## config.mk

```make
export PLATFORM = sky130hd
export DESIGN_NAME = uart_sort_frame_ctrl_flat
export DESIGN_NICKNAME = d
export VERILOG_FILES = /design/src/rtl/uart_sort_frame_ctrl_pkg.sv /design/src/rtl/uart_sort_frame_ctrl_if.sv /design/src/rtl/uart_sort_frame_ctrl_timeout_cnt.sv /design/src/rtl/uart_sort_frame_ctrl.sv /design/src/flat_wrapper.sv
export SDC_FILE = /design/constraint.sdc
export NUM_CORES = 1
export LEC_CHECK = 0
export ABC_AREA = 1
export CAP_MARGIN = 20
export CELL_PAD_IN_SITES_DETAIL_PLACEMENT = 1
export CELL_PAD_IN_SITES_GLOBAL_PLACEMENT = 1
export CORE_ASPECT_RATIO = 1.75
export CORE_MARGIN = 5
export CORE_UTILIZATION = 35
export CTS_CLUSTER_DIAMETER = 200
export DETAILED_ROUTE_END_ITERATION = 10
export PLACE_DENSITY = 0.72
export SYNTH_ARGS = -nofsm -noshare
export SYNTH_HDL_FRONTEND = slang
export SYNTH_SLANG_ARGS = --single-unit
export TNS_END_PERCENT = 1
```

## constraint.sdc

```tcl
create_clock -name clk -period 2.22 [get_ports clk]
set_input_delay 0.555 -clock clk [delete_from_list [all_inputs] [get_ports clk]]
set_output_delay 0.555 -clock clk [all_outputs]
set_load 0.05 [all_outputs]
```

## src/rtl/uart_sort_frame_ctrl_pkg.sv

```systemverilog
// Shared types and defaults for the UART-to-sorter frame controller.
// Frame on the wire: SYNC, LEN, LEN payload bytes, CSUM = XOR(LEN, payload).
package uart_sort_pkg;

  localparam int          N_MAX_DEF       = 16;
  localparam logic [7:0]  SYNC_BYTE_DEF   = 8'hA5;
  localparam int          TIMEOUT_CYC_DEF = 100_000;

  typedef enum logic [2:0] {
    ST_IDLE,
    ST_LEN,
    ST_PAYLOAD,
    ST_CSUM,
    ST_START,
    ST_WAIT_DONE
  } frame_state_t;

  typedef enum logic [1:0] {
    ERR_NONE    = 2'd0,
    ERR_LEN     = 2'd1,
    ERR_CSUM    = 2'd2,
    ERR_TIMEOUT = 2'd3
  } err_code_t;

  function automatic logic len_ok(input logic [7:0] len, input int n_max);
    return (len != 8'd0) && (int'(len) <= n_max);
  endfunction

  // States in which a frame is being received and the inter-byte timer runs.
  function automatic logic in_frame(input frame_state_t s);
    return s inside {ST_LEN, ST_PAYLOAD, ST_CSUM};
  endfunction

endpackage

```

## src/rtl/uart_sort_frame_ctrl_if.sv

```systemverilog
// Bundle between the UART receiver / sorter core and the frame controller.
// master = the controller's view, slave = the environment's view.
interface uart_sort_frame_ctrl_if
  import uart_sort_pkg::*;
#(
  parameter int N_MAX = N_MAX_DEF
) ();
  localparam int ADDR_W = $clog2(N_MAX);
  localparam int LEN_W  = $clog2(N_MAX + 1);

  logic [7:0]        rx_data;
  logic              rx_valid;
  logic              buf_we;
  logic [ADDR_W-1:0] buf_addr;
  logic [7:0]        buf_wdata;
  logic [LEN_W-1:0]  sort_len;
  logic              sort_start;
  logic              sort_done;
  logic              busy;
  logic              frame_err;
  err_code_t         err_code;
  logic [7:0]        drop_cnt;

  modport master (
    input  rx_data, rx_valid, sort_done,
    output buf_we, buf_addr, buf_wdata, sort_len, sort_start,
           busy, frame_err, err_code, drop_cnt
  );

  modport slave (
    output rx_data, rx_valid, sort_done,
    input  buf_we, buf_addr, buf_wdata, sort_len, sort_start,
           busy, frame_err, err_code, drop_cnt
  );
endinterface

```

## src/rtl/uart_sort_frame_ctrl_timeout_cnt.sv

```systemverilog
// Inter-byte watchdog: loaded on every byte, counts down while a frame is open,
// and pulses o_expire on the cycle the quiet period reaches TIMEOUT_CYC-1 clocks.
module frame_timeout_cnt #(
  parameter int TIMEOUT_CYC = 100_000
) (
  input  logic clk,
  input  logic rst_n,
  input  logic i_en,
  input  logic i_load,
  input  logic i_clr,
  output logic o_expire
);
  localparam int               CNT_W    = (TIMEOUT_CYC > 2) ? $clog2(TIMEOUT_CYC) : 2;
  localparam logic [CNT_W-1:0] LOAD_VAL = CNT_W'(TIMEOUT_CYC - 1);

  logic [CNT_W-1:0] r_cnt;

  // NOTE: sequential state uses non-blocking assignments so every flop samples
  // pre-edge values regardless of process evaluation order.
  always_ff @(posedge clk or negedge rst_n) begin
    if (!rst_n) begin
      r_cnt <= '0;
    end else if (i_clr) begin
      r_cnt <= '0;
    end else if (i_load) begin
      r_cnt <= LOAD_VAL;
    end else if (i_en && (r_cnt != '0)) begin
      r_cnt <= r_cnt - CNT_W'(1);
    end
  end

  assign o_expire = i_en && !i_load && (r_cnt == CNT_W'(1));

endmodule

```

## src/rtl/uart_sort_frame_ctrl.sv

```systemverilog
// Parses SYNC/LEN/payload/CSUM frames from the UART, streams the payload into
// the sorter buffer, launches one sort per good frame and waits for completion.
module uart_sort_frame_ctrl
  import uart_sort_pkg::*;
#(
  parameter int         N_MAX       = N_MAX_DEF,
  parameter logic [7:0] SYNC_BYTE   = SYNC_BYTE_DEF,
  parameter int         TIMEOUT_CYC = TIMEOUT_CYC_DEF
) (
  input logic                    clk,
  input logic                    rst_n,
  uart_sort_frame_ctrl_if.master bus
);
  localparam int ADDR_W = $clog2(N_MAX);
  localparam int LEN_W  = $clog2(N_MAX + 1);

  frame_state_t      r_state, w_next_state;
  logic [7:0]        r_csum, w_csum;
  logic [ADDR_W-1:0] r_idx, w_idx;

  logic              r_buf_we, w_buf_we;
  logic [ADDR_W-1:0] r_buf_addr, w_buf_addr;
  logic [7:0]        r_buf_wdata, w_buf_wdata;
  logic [LEN_W-1:0]  r_sort_len, w_sort_len;
  logic              r_sort_start, w_sort_start;
  logic              r_busy, w_busy;
  logic              r_frame_err, w_frame_err;
  err_code_t         r_err_code, w_err_code;
  logic [7:0]        r_drop_cnt, w_drop_cnt;

  logic w_expire, w_last, w_tmr_en, w_tmr_clr;

  assign w_tmr_en  = in_frame(r_state);
  assign w_tmr_clr = !in_frame(w_next_state);
  assign w_last    = (LEN_W'(r_idx) + LEN_W'(1)) == r_sort_len;

  frame_timeout_cnt #(.TIMEOUT_CYC(TIMEOUT_CYC)) u_timeout (
    .clk      (clk),
    .rst_n    (rst_n),
    .i_en     (w_tmr_en),
    .i_load   (bus.rx_valid),
    .i_clr    (w_tmr_clr),
    .o_expire (w_expire)
  );

  always_ff @(posedge clk or negedge rst_n) begin
    if (!rst_n) r_state <= ST_IDLE;
    else        r_state <= w_next_state;
  end

  always_comb begin
    w_next_state = r_state;
    case (r_state)
      ST_IDLE:
        if (bus.rx_valid && (bus.rx_data == SYNC_BYTE)) w_next_state = ST_LEN;
      ST_LEN:
        if (bus.rx_valid)  w_next_state = len_ok(bus.rx_data, N_MAX) ? ST_PAYLOAD : ST_IDLE;
        else if (w_expire) w_next_state = ST_IDLE;
      ST_PAYLOAD:
        if (bus.rx_valid && w_last) w_next_state = ST_CSUM;
        else if (w_expire)          w_next_state = ST_IDLE;
      ST_CSUM:
        if (bus.rx_valid)  w_next_state = (bus.rx_data == r_csum) ? ST_START : ST_IDLE;
        else if (w_expire) w_next_state = ST_IDLE;
      ST_START:
        w_next_state = ST_WAIT_DONE;
      ST_WAIT_DONE:
        if (bus.sort_done) w_next_state = ST_IDLE;
      default:
        w_next_state = ST_IDLE;
    endcase
  end

  // NOTE: every signal gets a default before the case so no path leaves one
  // unassigned; pulses default low, held values default to their register.
  always_comb begin
    w_buf_we     = 1'b0;
    w_buf_addr   = r_buf_addr;
    w_buf_wdata  = r_buf_wdata;
    w_sort_len   = r_sort_len;
    w_sort_start = 1'b0;
    w_frame_err  = 1'b0;
    w_err_code   = r_err_code;
    w_drop_cnt   = r_drop_cnt;
    w_csum       = r_csum;
    w_idx        = r_idx;
    w_busy       = (w_next_state != ST_IDLE);
    case (r_state)
      ST_LEN:
        if (bus.rx_valid) begin
          if (len_ok(bus.rx_data, N_MAX)) begin
            w_sort_len = LEN_W'(bus.rx_data);
            w_csum     = bus.rx_data;
            w_idx      = '0;
          end else begin
            w_frame_err = 1'b1;
            w_err_code  = ERR_LEN;
          end
        end else if (w_expire) begin
          w_frame_err = 1'b1;
          w_err_code  = ERR_TIMEOUT;
        end
      ST_PAYLOAD:
        if (bus.rx_valid) begin
          w_buf_we    = 1'b1;
          w_buf_addr  = r_idx;
          w_buf_wdata = bus.rx_data;
          w_csum      = r_csum ^ bus.rx_data;
          w_idx       = r_idx + ADDR_W'(1);
        end else if (w_expire) begin
          w_frame_err = 1'b1;
          w_err_code  = ERR_TIMEOUT;
        end
      ST_CSUM:
        if (bus.rx_valid) begin
          if (bus.rx_data != r_csum) begin
            w_frame_err = 1'b1;
            w_err_code  = ERR_CSUM;
          end
        end else if (w_expire) begin
          w_frame_err = 1'b1;
          w_err_code  = ERR_TIMEOUT;
        end
      ST_START:
        w_sort_start = 1'b1;
      ST_WAIT_DONE:
        // Bytes arriving while the sorter owns the buffer are counted, never parsed.
        if (bus.rx_valid && (r_drop_cnt != 8'hFF)) w_drop_cnt = r_drop_cnt + 8'd1;
      default: ;
    endcase
  end

  always_ff @(posedge clk or negedge rst_n) begin
    if (!rst_n) begin
      r_buf_we     <= 1'b0;
      r_buf_addr   <= '0;
      r_buf_wdata  <= '0;
      r_sort_len   <= '0;
      r_sort_start <= 1'b0;
      r_busy       <= 1'b0;
      r_frame_err  <= 1'b0;
      r_err_code   <= ERR_NONE;
      r_drop_cnt   <= '0;
      r_csum       <= '0;
      r_idx        <= '0;
    end else begin
      r_buf_we     <= w_buf_we;
      r_buf_addr   <= w_buf_addr;
      r_buf_wdata  <= w_buf_wdata;
      r_sort_len   <= w_sort_len;
      r_sort_start <= w_sort_start;
      r_busy       <= w_busy;
      r_frame_err  <= w_frame_err;
      r_err_code   <= w_err_code;
      r_drop_cnt   <= w_drop_cnt;
      r_csum       <= w_csum;
      r_idx        <= w_idx;
    end
  end

  assign bus.buf_we     = r_buf_we;
  assign bus.buf_addr   = r_buf_addr;
  assign bus.buf_wdata  = r_buf_wdata;
  assign bus.sort_len   = r_sort_len;
  assign bus.sort_start = r_sort_start;
  assign bus.busy       = r_busy;
  assign bus.frame_err  = r_frame_err;
  assign bus.err_code   = r_err_code;
  assign bus.drop_cnt   = r_drop_cnt;

endmodule

```

## src/flat_wrapper.sv

```systemverilog
// flat-port wrapper written by rule: the top's interface ports become plain ports
module uart_sort_frame_ctrl_flat import uart_sort_pkg::*;
#(
  parameter int         N_MAX       = N_MAX_DEF,
  parameter logic [7:0] SYNC_BYTE   = SYNC_BYTE_DEF,
  parameter int         TIMEOUT_CYC = TIMEOUT_CYC_DEF
)
  (clk, rst_n, bus_rx_data, bus_rx_valid, bus_sort_done, bus_buf_we, bus_buf_addr, bus_buf_wdata, bus_sort_len, bus_sort_start, bus_busy, bus_frame_err, bus_err_code, bus_drop_cnt);
  uart_sort_frame_ctrl_if #(.N_MAX(N_MAX)) bus_i ();
  input logic clk;
  input logic rst_n;
  input wire logic [$bits(bus_i.rx_data)-1:0] bus_rx_data;
  input wire logic [$bits(bus_i.rx_valid)-1:0] bus_rx_valid;
  input wire logic [$bits(bus_i.sort_done)-1:0] bus_sort_done;
  output wire logic [$bits(bus_i.buf_we)-1:0] bus_buf_we;
  output wire logic [$bits(bus_i.buf_addr)-1:0] bus_buf_addr;
  output wire logic [$bits(bus_i.buf_wdata)-1:0] bus_buf_wdata;
  output wire logic [$bits(bus_i.sort_len)-1:0] bus_sort_len;
  output wire logic [$bits(bus_i.sort_start)-1:0] bus_sort_start;
  output wire logic [$bits(bus_i.busy)-1:0] bus_busy;
  output wire logic [$bits(bus_i.frame_err)-1:0] bus_frame_err;
  output wire logic [$bits(bus_i.err_code)-1:0] bus_err_code;
  output wire logic [$bits(bus_i.drop_cnt)-1:0] bus_drop_cnt;
  assign bus_i.rx_data = bus_rx_data;
  assign bus_i.rx_valid = bus_rx_valid;
  assign bus_i.sort_done = bus_sort_done;
  assign bus_buf_we = bus_i.buf_we;
  assign bus_buf_addr = bus_i.buf_addr;
  assign bus_buf_wdata = bus_i.buf_wdata;
  assign bus_sort_len = bus_i.sort_len;
  assign bus_sort_start = bus_i.sort_start;
  assign bus_busy = bus_i.busy;
  assign bus_frame_err = bus_i.frame_err;
  assign bus_err_code = bus_i.err_code;
  assign bus_drop_cnt = bus_i.drop_cnt;
  uart_sort_frame_ctrl #(.N_MAX(N_MAX), .SYNC_BYTE(SYNC_BYTE), .TIMEOUT_CYC(TIMEOUT_CYC)) u_core (.clk(clk), .rst_n(rst_n), .bus(bus_i));
endmodule
```

==> results of run 1 <==
## metrics by stage
step | area (um^2) | worst slack (ns) | power [mW]
after floorplan | 3550 | 0.178 | 3.57
after global placement | 4360 | -0.109 | 4.31
after detailed placement | 4360 | -0.161 | 4.43
after CTS | 4690 | 0.0556 | 6.04
after global routing | 4700 | 0.0116 | 6.41
final | 4700 | 0.0762 | 5.99
## repair_timing
action	CTS	global route
setup endpoints to repair	0	13
buffers inserted	0	0
resized for setup	0	1
## power by group through the flow
stage / Clock, mW / Sequential (mW) / Combinational (mW)
2_1_floorplan: 0 / 1.93 / 1.64
3_3_place_gp: 0 / 1.66 / 2.65
6_report: 1.57 / 1.65 / 2.77
3_5_place_dp: 0 / 1.68 / 2.75
4_1_cts: 1.60 / 1.66 / 2.79
5_1_grt: 1.64 / 1.69 / 3.08
## per-layer routing
metal | track usage [%] | part of all wire (%)
met5 | 0 | 0
met4 | 10.9 | 4.5
met3 | 3.46 | 3.4
met2 | 36.7 | 57
met1 | 17.6 | 35
## Yosys cell counts, types with 3 or more instances
cell	n	area share (%)
sky130_fd_sc_hd__a21oi_1	14	2.0
sky130_fd_sc_hd__nand2_1	98	10
sky130_fd_sc_hd__a31oi_1	4	0.70
sky130_fd_sc_hd__o21ai_0	24	3.4
sky130_fd_sc_hd__dfrtp_1	63	44
sky130_fd_sc_hd__ha_1	5	1.8
sky130_fd_sc_hd__buf_2	3	0.42
sky130_fd_sc_hd__clkbuf_1	4	0.42
sky130_fd_sc_hd__nor2_1	60	6.3
sky130_fd_sc_hd__xor2_1	10	2.5
sky130_fd_sc_hd__a21o_1	3	0.63
sky130_fd_sc_hd__nand3_1	42	5.9
sky130_fd_sc_hd__nand4_1	9	1.6
sky130_fd_sc_hd__inv_1	50	5.3
sky130_fd_sc_hd__nor2_2	12	2.1
sky130_fd_sc_hd__nor3_1	7	0.99
sky130_fd_sc_hd__nand3b_1	4	0.85
sky130_fd_sc_hd__nand2_2	5	0.88
sky130_fd_sc_hd__xnor2_1	7	1.7
## how the worst min path moves through the flow
stage	startpoint	to	slack (ns)	depth (start not counted)
after floorplan	rst_n	u_core.bus.buf_addr[0]	0.26	0
after global placement	u_core.bus.buf_wdata[1]	u_core.bus.buf_wdata[1]	0.46	2
after detailed placement	u_core.bus.buf_wdata[1]	u_core.bus.buf_wdata[1]	0.47	2
after CTS	rst_n	u_core.r_idx[3]	0.15	1
after global routing	rst_n	u_core.r_idx[3]	0.16	1
final	rst_n	u_core.r_idx[3]	0.14	1
## cell type report
type / instances / area (um^2)
timing repair buffer: 77 / 716
clock inverter: 7 / 103
multi-input combinational: 326 / 1710
clock buffer: 9 / 225
sequential: 63 / 1580
inverter: 55 / 211
fill: 1231 / 5210
tap: 125 / 156
## sequential cells by signal, indices dropped and copies added (netlist names)
register and cells:
u_core.bus.frame_err 1, u_core.bus.err_code 2, u_core.bus.buf_we 1, u_core.u_timeout.r_cnt 17
u_core.bus.sort_len 5, u_core.bus.drop_cnt 8, u_core.bus.sort_start 1, u_core.r_csum 8
u_core.bus.buf_wdata 8, u_core.bus.buf_addr 4, u_core.bus.busy 1, u_core.r_idx 4
u_core.r_state 3
## worst register-to-register path, stage by stage, from the launching register on
cell,delay (ns)
sky130_fd_sc_hd__dfrtp_1,0.45
sky130_fd_sc_hd__ha_1,0.27
sky130_fd_sc_hd__or2_2,0.32
sky130_fd_sc_hd__nand2_1,0.10
sky130_fd_sc_hd__nand2_1,0.06
sky130_fd_sc_hd__nand2_1,0.07
sky130_fd_sc_hd__inv_1,0.04
sky130_fd_sc_hd__nand3_1,0.09
sky130_fd_sc_hd__nand2_1,0.08
sky130_fd_sc_hd__nand2_2,0.08
sky130_fd_sc_hd__nand3_2,0.12
sky130_fd_sc_hd__nand2_8,0.18
sky130_fd_sc_hd__nor2_1,0.08
## cells by family (layout without fill, tap and decap cells)
logic type,after synthesis,after routing,share of synthesized area [%]
compound gates,54,54,8.42
simple gates,248,248,32.9
xor+xnor,17,17,4.19
buf+inv,64,148,7.68
mux,2,2,0.634
fa+ha+maj,5,5,1.76
flops,63,63,44.4
==> impl_summary.log, run 1 <==
INFO  metric initial_cell_density_of_the_core = 35.8%
INFO  metric worst_ir_drop_vdd = just under 0.8 mV
INFO  metric cts_tree = yes
INFO  metric dpl.hpwl = about 8.2 mm
INFO  metric synth-edff-count = 0
INFO  metric final-max-slew-violation-count = 0
INFO  metric synthesis.yosys.warnings = 0
INFO  metric clock_tree.root_cell = sky130_fd_sc_hd__clkbuf_16
INFO  metric grt-ovfl-total = 0
INFO  metric sequentialPowerShare = 27.6%
INFO  metric crit_slowest_cell = sky130_fd_sc_hd__clkdlybuf4s50_1
INFO  metric worst_skew_pair.late_latency = approximately 0.33 ns
INFO  metric grt_antenna_before_repair = 0
INFO  metric worstReg2RegEnd = u_core.u_timeout.r_cnt[5]
INFO  metric std_cell_rows = between 40 and 50
INFO  metric tritoncts.num_buffers = 9
INFO  metric cap_violations = 0
INFO  metric clock_skew = between 0.005 and 0.006 ns
INFO  metric setup.worst_path.start = u_core.bus.drop_cnt[6]
INFO  metric power_density = roughly 1300 nW/um^2
INFO  metric netSwitchingPower = roughly 2.6 mW
INFO  metric p_leak = approximately 2.3 nW
INFO  metric worst_setup_path_end_kind = output port
INFO  metric mostFrequentLayoutCell = sky130_fd_sc_hd__nand2_1
INFO  metric final_core_occ = a little under half
INFO  metric input_output_buffers = 42
INFO  metric grt_first_pass_wirelength = roughly 18 mm
INFO  metric max_stage_delay = approximately 0.84 ns
INFO  metric worst_hold_slack = between 0.1 and 0.15 ns
INFO  metric synth-seq-cells = 63
INFO  metric vias_in_the_first_global_route = between 3000 and 4000
INFO  metric antenna-diode-count = 0
INFO  metric remaining_antenna_violation_count_after_routing = 0
INFO  metric maximum_number_of_pins_on_one_net_before_global_route_repair = 50
INFO  metric layout_nets = approximately 550
INFO  metric post-route-drc-count = 0
INFO  metric reg2regPathDepth = 12
INFO  metric max_fanout_on_critical_path = 4
INFO  metric fin_cells = ~660
INFO  metric fin_tns_setup = 0 ns
INFO  metric start_kind = flip-flop
INFO  metric synth.avg_cell_area = a little under 8 um^2
INFO  metric clock_power_share = between 20% and 30%
INFO  metric final-setup-viol-count = 0
INFO  metric crit_arrival = approximately 1.6 ns
INFO  metric final_layout_size_suffix_gt1_share = 15.8%
INFO  metric critPathCapture = bus_drop_cnt[6]
INFO  metric min_path_type = input port to async pin
INFO  metric cts.sink_count = between 60 and 70
INFO  metric place.gp.congestion = between 0.8 and 0.9
INFO  metric initialDrtViolationCount = about 130
INFO  metric layout.cells.most_common_list = sky130_fd_sc_hd__nand2_1 (98), sky130_fd_sc_hd__dfrtp_1 (63), sky130_fd_sc_hd__nor2_1 (60)
INFO  metric synth.net_count = 470
INFO  metric p_int = ~3.4 mW
INFO  metric synth_async_sr_flop_share = between 90% and 100%
INFO  metric cts-htree-levels = 3
INFO  metric synthFlopType = sky130_fd_sc_hd__dfrtp_1
INFO  metric worst_ep_required_time = around 1.7 ns
INFO  metric postSynthCellCount = approximately 450
INFO  metric placed_cells_incl_taps = ~650
INFO  metric r2r_setup_slack = about 0.16 ns
INFO  metric vias_per_cell = 5.06
INFO  metric ys_types = 39
INFO  metric rsz0062_at_grt = false
INFO  metric worst-slew-pin-transition = 0.519 ns
INFO  metric cpLargestDelayFamily = buffers and inverters
INFO  metric dieWidth = about 86 um
INFO  metric drt-pass1-iter-count = 4
INFO  metric syn-cell-area = about 3600 um^2
INFO  metric clk_transition_reported_paths = around 0.06 ns
INFO  metric post_cts_hold_buffer_count = 0
INFO  metric swShare = 43.3%
INFO  metric core_area = a little under 10000 um^2
INFO  metric final_hold_viol_count = 0
INFO  metric drt-wirelength-per-cell = about 16 um
INFO  metric dieHeight = roughly 140 um
INFO  metric globalRouteTotalUtil = 18.8%
INFO  metric clock_tree.buffer_depth = 2
INFO  metric status = complete, no violations
INFO  metric fmaxAchievable = ~0.47 GHz
INFO  metric worstReg2RegStart = u_core.r_idx[0]
INFO  metric synth.yosys.seq_area_share = 44.4%
INFO  metric timing.critical_path.depth = 1
INFO  metric design.die.area = ~12000 um^2
INFO  metric share_comb_of_total_power = 46.2%
INFO  metric max_slew_margin = between 60% and 70%
INFO  metric synthToLayoutAreaGrowth = 32.3%
INFO  metric cp_num_buf_inv = 1
INFO  metric routed_wirelength = ~11 mm
INFO  metric cp_cell_sequence = clkdlybuf4s50_1
INFO  metric detailroute.via_count = about 3400
INFO  metric final.min_clock_period = approximately 2.1 ns
INFO  metric min_period_over_period = a little over nine tenths
INFO  metric io_pins = 43
INFO  metric path_class = flip-flop to output port
No activity file was read; power rests on OpenSTA's default activity.
==> run 2: changes to the inputs <==
SLEW_MARGIN = 40   (was not set)
==> results of run 2 <==
The final DEF is identical to that of run 1; final timing and power are the same.
==> run 3: changes to the inputs <==
CORE_MARGIN = 2   (was 5)
CTS_CLUSTER_DIAMETER = 30   (was 200)
==> run 3 against run 2 <==
  * Worst setup slack got worse by 0.0014 ns
  * Via count decreased by 1.6%
  * Critical endpoint unchanged
  * Critical path type unchanged
  * Utilization increased by 0.17 points
  * Routed wire length decreased by 3.7%
  * Sequential cell count unchanged
  * First-iteration DRC count decreased by 16%
==> impl_summary.log, run 3 (synthesis results as in run 1) <==
INFO  metric global_routing_usage_on_met3 = 3.34%
INFO  metric p_leak = approximately 2.3 nW
INFO  metric crit_slowest_cell = sky130_fd_sc_hd__clkdlybuf4s50_1
INFO  metric final_hold_viol_count = 0
INFO  metric antenna-diode-count = 0
INFO  metric vias_per_cell = around 5.0
INFO  metric cts_tree = yes
INFO  metric clock_tree.root_cell = sky130_fd_sc_hd__clkbuf_16
INFO  metric rsz0062_at_grt = false
INFO  metric design.die.area = between 10000 and 15000 um^2
INFO  metric fin_cells = 660
INFO  metric worst_slack = roughly 0.075 ns
INFO  metric dieWidth = 80.1 um
INFO  metric final-setup-viol-count = 0
INFO  metric post_cts_hold_buffer_count = 0
INFO  metric sequentialPowerShare = between 20% and 30%
INFO  metric cts.sink_count = between 60 and 70
INFO  metric share_comb_of_total_power = between 40% and 50%
INFO  metric worst_slack_placed = -0.194 ns
INFO  metric cpLargestDelayFamily = buffers and inverters
INFO  metric fmaxAchievable = 0.466 GHz
INFO  metric grt_antenna_before_repair = 0
INFO  metric max_slew_margin = around 66%
INFO  metric setup.worst_path.start = u_core.bus.drop_cnt[6]
INFO  metric clock_skew = roughly 0.0033 ns
INFO  metric tritoncts.num_buffers = 9
INFO  metric start_kind = flip-flop
INFO  metric min_period_over_period = 96.6%
INFO  metric worst-slew-pin-transition = 0.508 ns
INFO  metric remaining_antenna_violation_count_after_routing = 0
INFO  metric dieHeight = around 140 um
INFO  metric worst_setup_path_end_kind = output port
INFO  metric min_path_type = input port to async pin
INFO  metric max_fanout_on_critical_path = 4
INFO  metric initialDrtViolationCount = between 100 and 150
INFO  metric crit_arrival = roughly 1.6 ns
INFO  metric worst_ir_drop_vdd = 0.584 mV
INFO  metric core_area = between 9000 and 10000 um^2
INFO  metric final_core_occ = 47.6%
INFO  metric dpl.hpwl = just under 8 mm
INFO  metric vias_in_the_first_global_route = ~3600
INFO  metric cap_violations = 0
INFO  metric clock_tree.buffer_depth = 2
INFO  metric initial_cell_density_of_the_core = between 30 and 40%
INFO  metric netSwitchingPower = 2.51 mW
INFO  metric detailroute.via_count = about 3300
INFO  metric worstReg2RegEnd = u_core.u_timeout.r_cnt[1]
INFO  metric input_output_buffers = 42
INFO  metric cts-htree-levels = 3
INFO  metric final_layout_size_suffix_gt1_share = roughly 16%
INFO  metric drt-wirelength-per-cell = about 16 um
INFO  metric reg2regPathDepth = 10
INFO  metric final.min_clock_period = approximately 2.1 ns
INFO  metric busiest_layer = met2
INFO  metric layout.cells.most_common_list = sky130_fd_sc_hd__nand2_1 (98), sky130_fd_sc_hd__dfrtp_1 (63), sky130_fd_sc_hd__nor2_1 (60)
INFO  metric std_cell_rows = 48
INFO  metric worst_ep_required_time = 1.66 ns
INFO  metric max_stage_delay = ~0.84 ns
INFO  metric r2r_setup_slack = roughly 0.27 ns
INFO  metric placed_cells_incl_taps = 645
INFO  metric globalRouteTotalUtil = a little over a fifth
INFO  metric path_class = flip-flop to output port
INFO  metric cp_num_buf_inv = 1
INFO  metric maximum_number_of_pins_on_one_net_before_global_route_repair = 64
INFO  metric power_density = 1260 nW/um^2
INFO  metric final-max-slew-violation-count = 0
INFO  metric post-route-drc-count = 0
INFO  metric clk_transition_reported_paths = 0.05 ns
INFO  metric status = complete, no violations
INFO  metric synthToLayoutAreaGrowth = 32.0%
INFO  metric mostFrequentLayoutCell = sky130_fd_sc_hd__nand2_1
INFO  metric gr_layer_usage_met1 = between 20% and 30%
INFO  metric worst_skew_pair.late_latency = approximately 0.33 ns
INFO  metric clock_power_share = about a quarter
INFO  metric worstReg2RegStart = u_core.u_timeout.r_cnt[6]
INFO  metric grt_first_pass_wirelength = 17.5 mm
INFO  metric grt-ovfl-total = 0
INFO  metric register_ranked_first_by_flip_flop_count = u_core.u_timeout.r_cnt
INFO  metric p_int = 3.40 mW
INFO  metric place.gp.congestion = about 0.83
INFO  metric fin_total_pwr = around 6 mW
INFO  metric layout_nets = between 500 and 600
INFO  metric globalRouteMet2Util = a little over two fifths
INFO  metric worst_hold_slack = ~0.24 ns
INFO  metric drt-pass1-iter-count = 4
INFO  metric io_pins = 43
INFO  metric cp_cell_sequence = clkdlybuf4s50_1
INFO  metric routed_wirelength = 10.4 mm
INFO  metric swShare = 42.5%
INFO  metric largest_reg_flops = 17
run 3: worst register-to-register path, stage by stage, from the launching register on:
cell	delay [ns]
sky130_fd_sc_hd__dfrtp_1	0.41
sky130_fd_sc_hd__nor2_1	0.20
sky130_fd_sc_hd__nand2_1	0.14
sky130_fd_sc_hd__nor2_1	0.22
sky130_fd_sc_hd__nand3_1	0.14
sky130_fd_sc_hd__nand2_2	0.13
sky130_fd_sc_hd__nand2_4	0.11
sky130_fd_sc_hd__buf_12	0.16
sky130_fd_sc_hd__o21ai_0	0.19
sky130_fd_sc_hd__inv_1	0.07
sky130_fd_sc_hd__nor2_1	0.10
run 3: metal layers:
| metal | wire [um] | part of all wire, % |
|---|---|---|
| met5 | 0 | 0 |
| met2 | 6170 | 59 |
| met3 | 235 | 2.3 |
| met4 | 294 | 2.8 |
| met1 | 3690 | 36 |
run 3: power groups by stage:
stage / clock [mW] / sequential, mW / combinational [mW]
final: 1.50 / 1.64 / 2.77
after global routing: 1.58 / 1.67 / 3.10
after CTS: 1.55 / 1.64 / 2.78
after detailed placement: 0 / 1.65 / 2.74
after global placement: 0 / 1.64 / 2.64
after floorplan: 0 / 1.93 / 1.64
run 3: layout make-up:
class | instances | area (um^2)
fill | 1211 | 5160
multi-input combinational | 326 | 1720
sequential | 63 | 1580
timing repair buffer | 76 | 708
clock buffer | 11 | 243
inverter | 55 | 215
tap | 125 | 156
clock inverter | 4 | 70.1
run 3: worst max-delay path by stage:
stage	endpoint	depth (start not counted)
after floorplan	u_core.bus.drop_cnt[1]	6
after global placement	u_core.u_timeout.r_cnt[7]	9
after detailed placement	u_core.u_timeout.r_cnt[6]	9
after CTS	bus_drop_cnt[6]	1
after global routing	u_core.u_timeout.r_cnt[3]	9
final	bus_drop_cnt[6]	1
run 3: repair_timing:
| item | in CTS | in global routing |
|---|---|---|
| resized for setup | 0 | 3 |
| endpoints found under the setup margin | 0 | 17 |
| buffers inserted | 0 | 0 |
run 3: stage by stage:
stage	cell area (um^2)	setup TNS, ns
global route	4690	0
floorplan	3550	0
finish	4690	0
detailed placement	4350	-2.91
CTS	4670	0
global placement	4350	-1.79
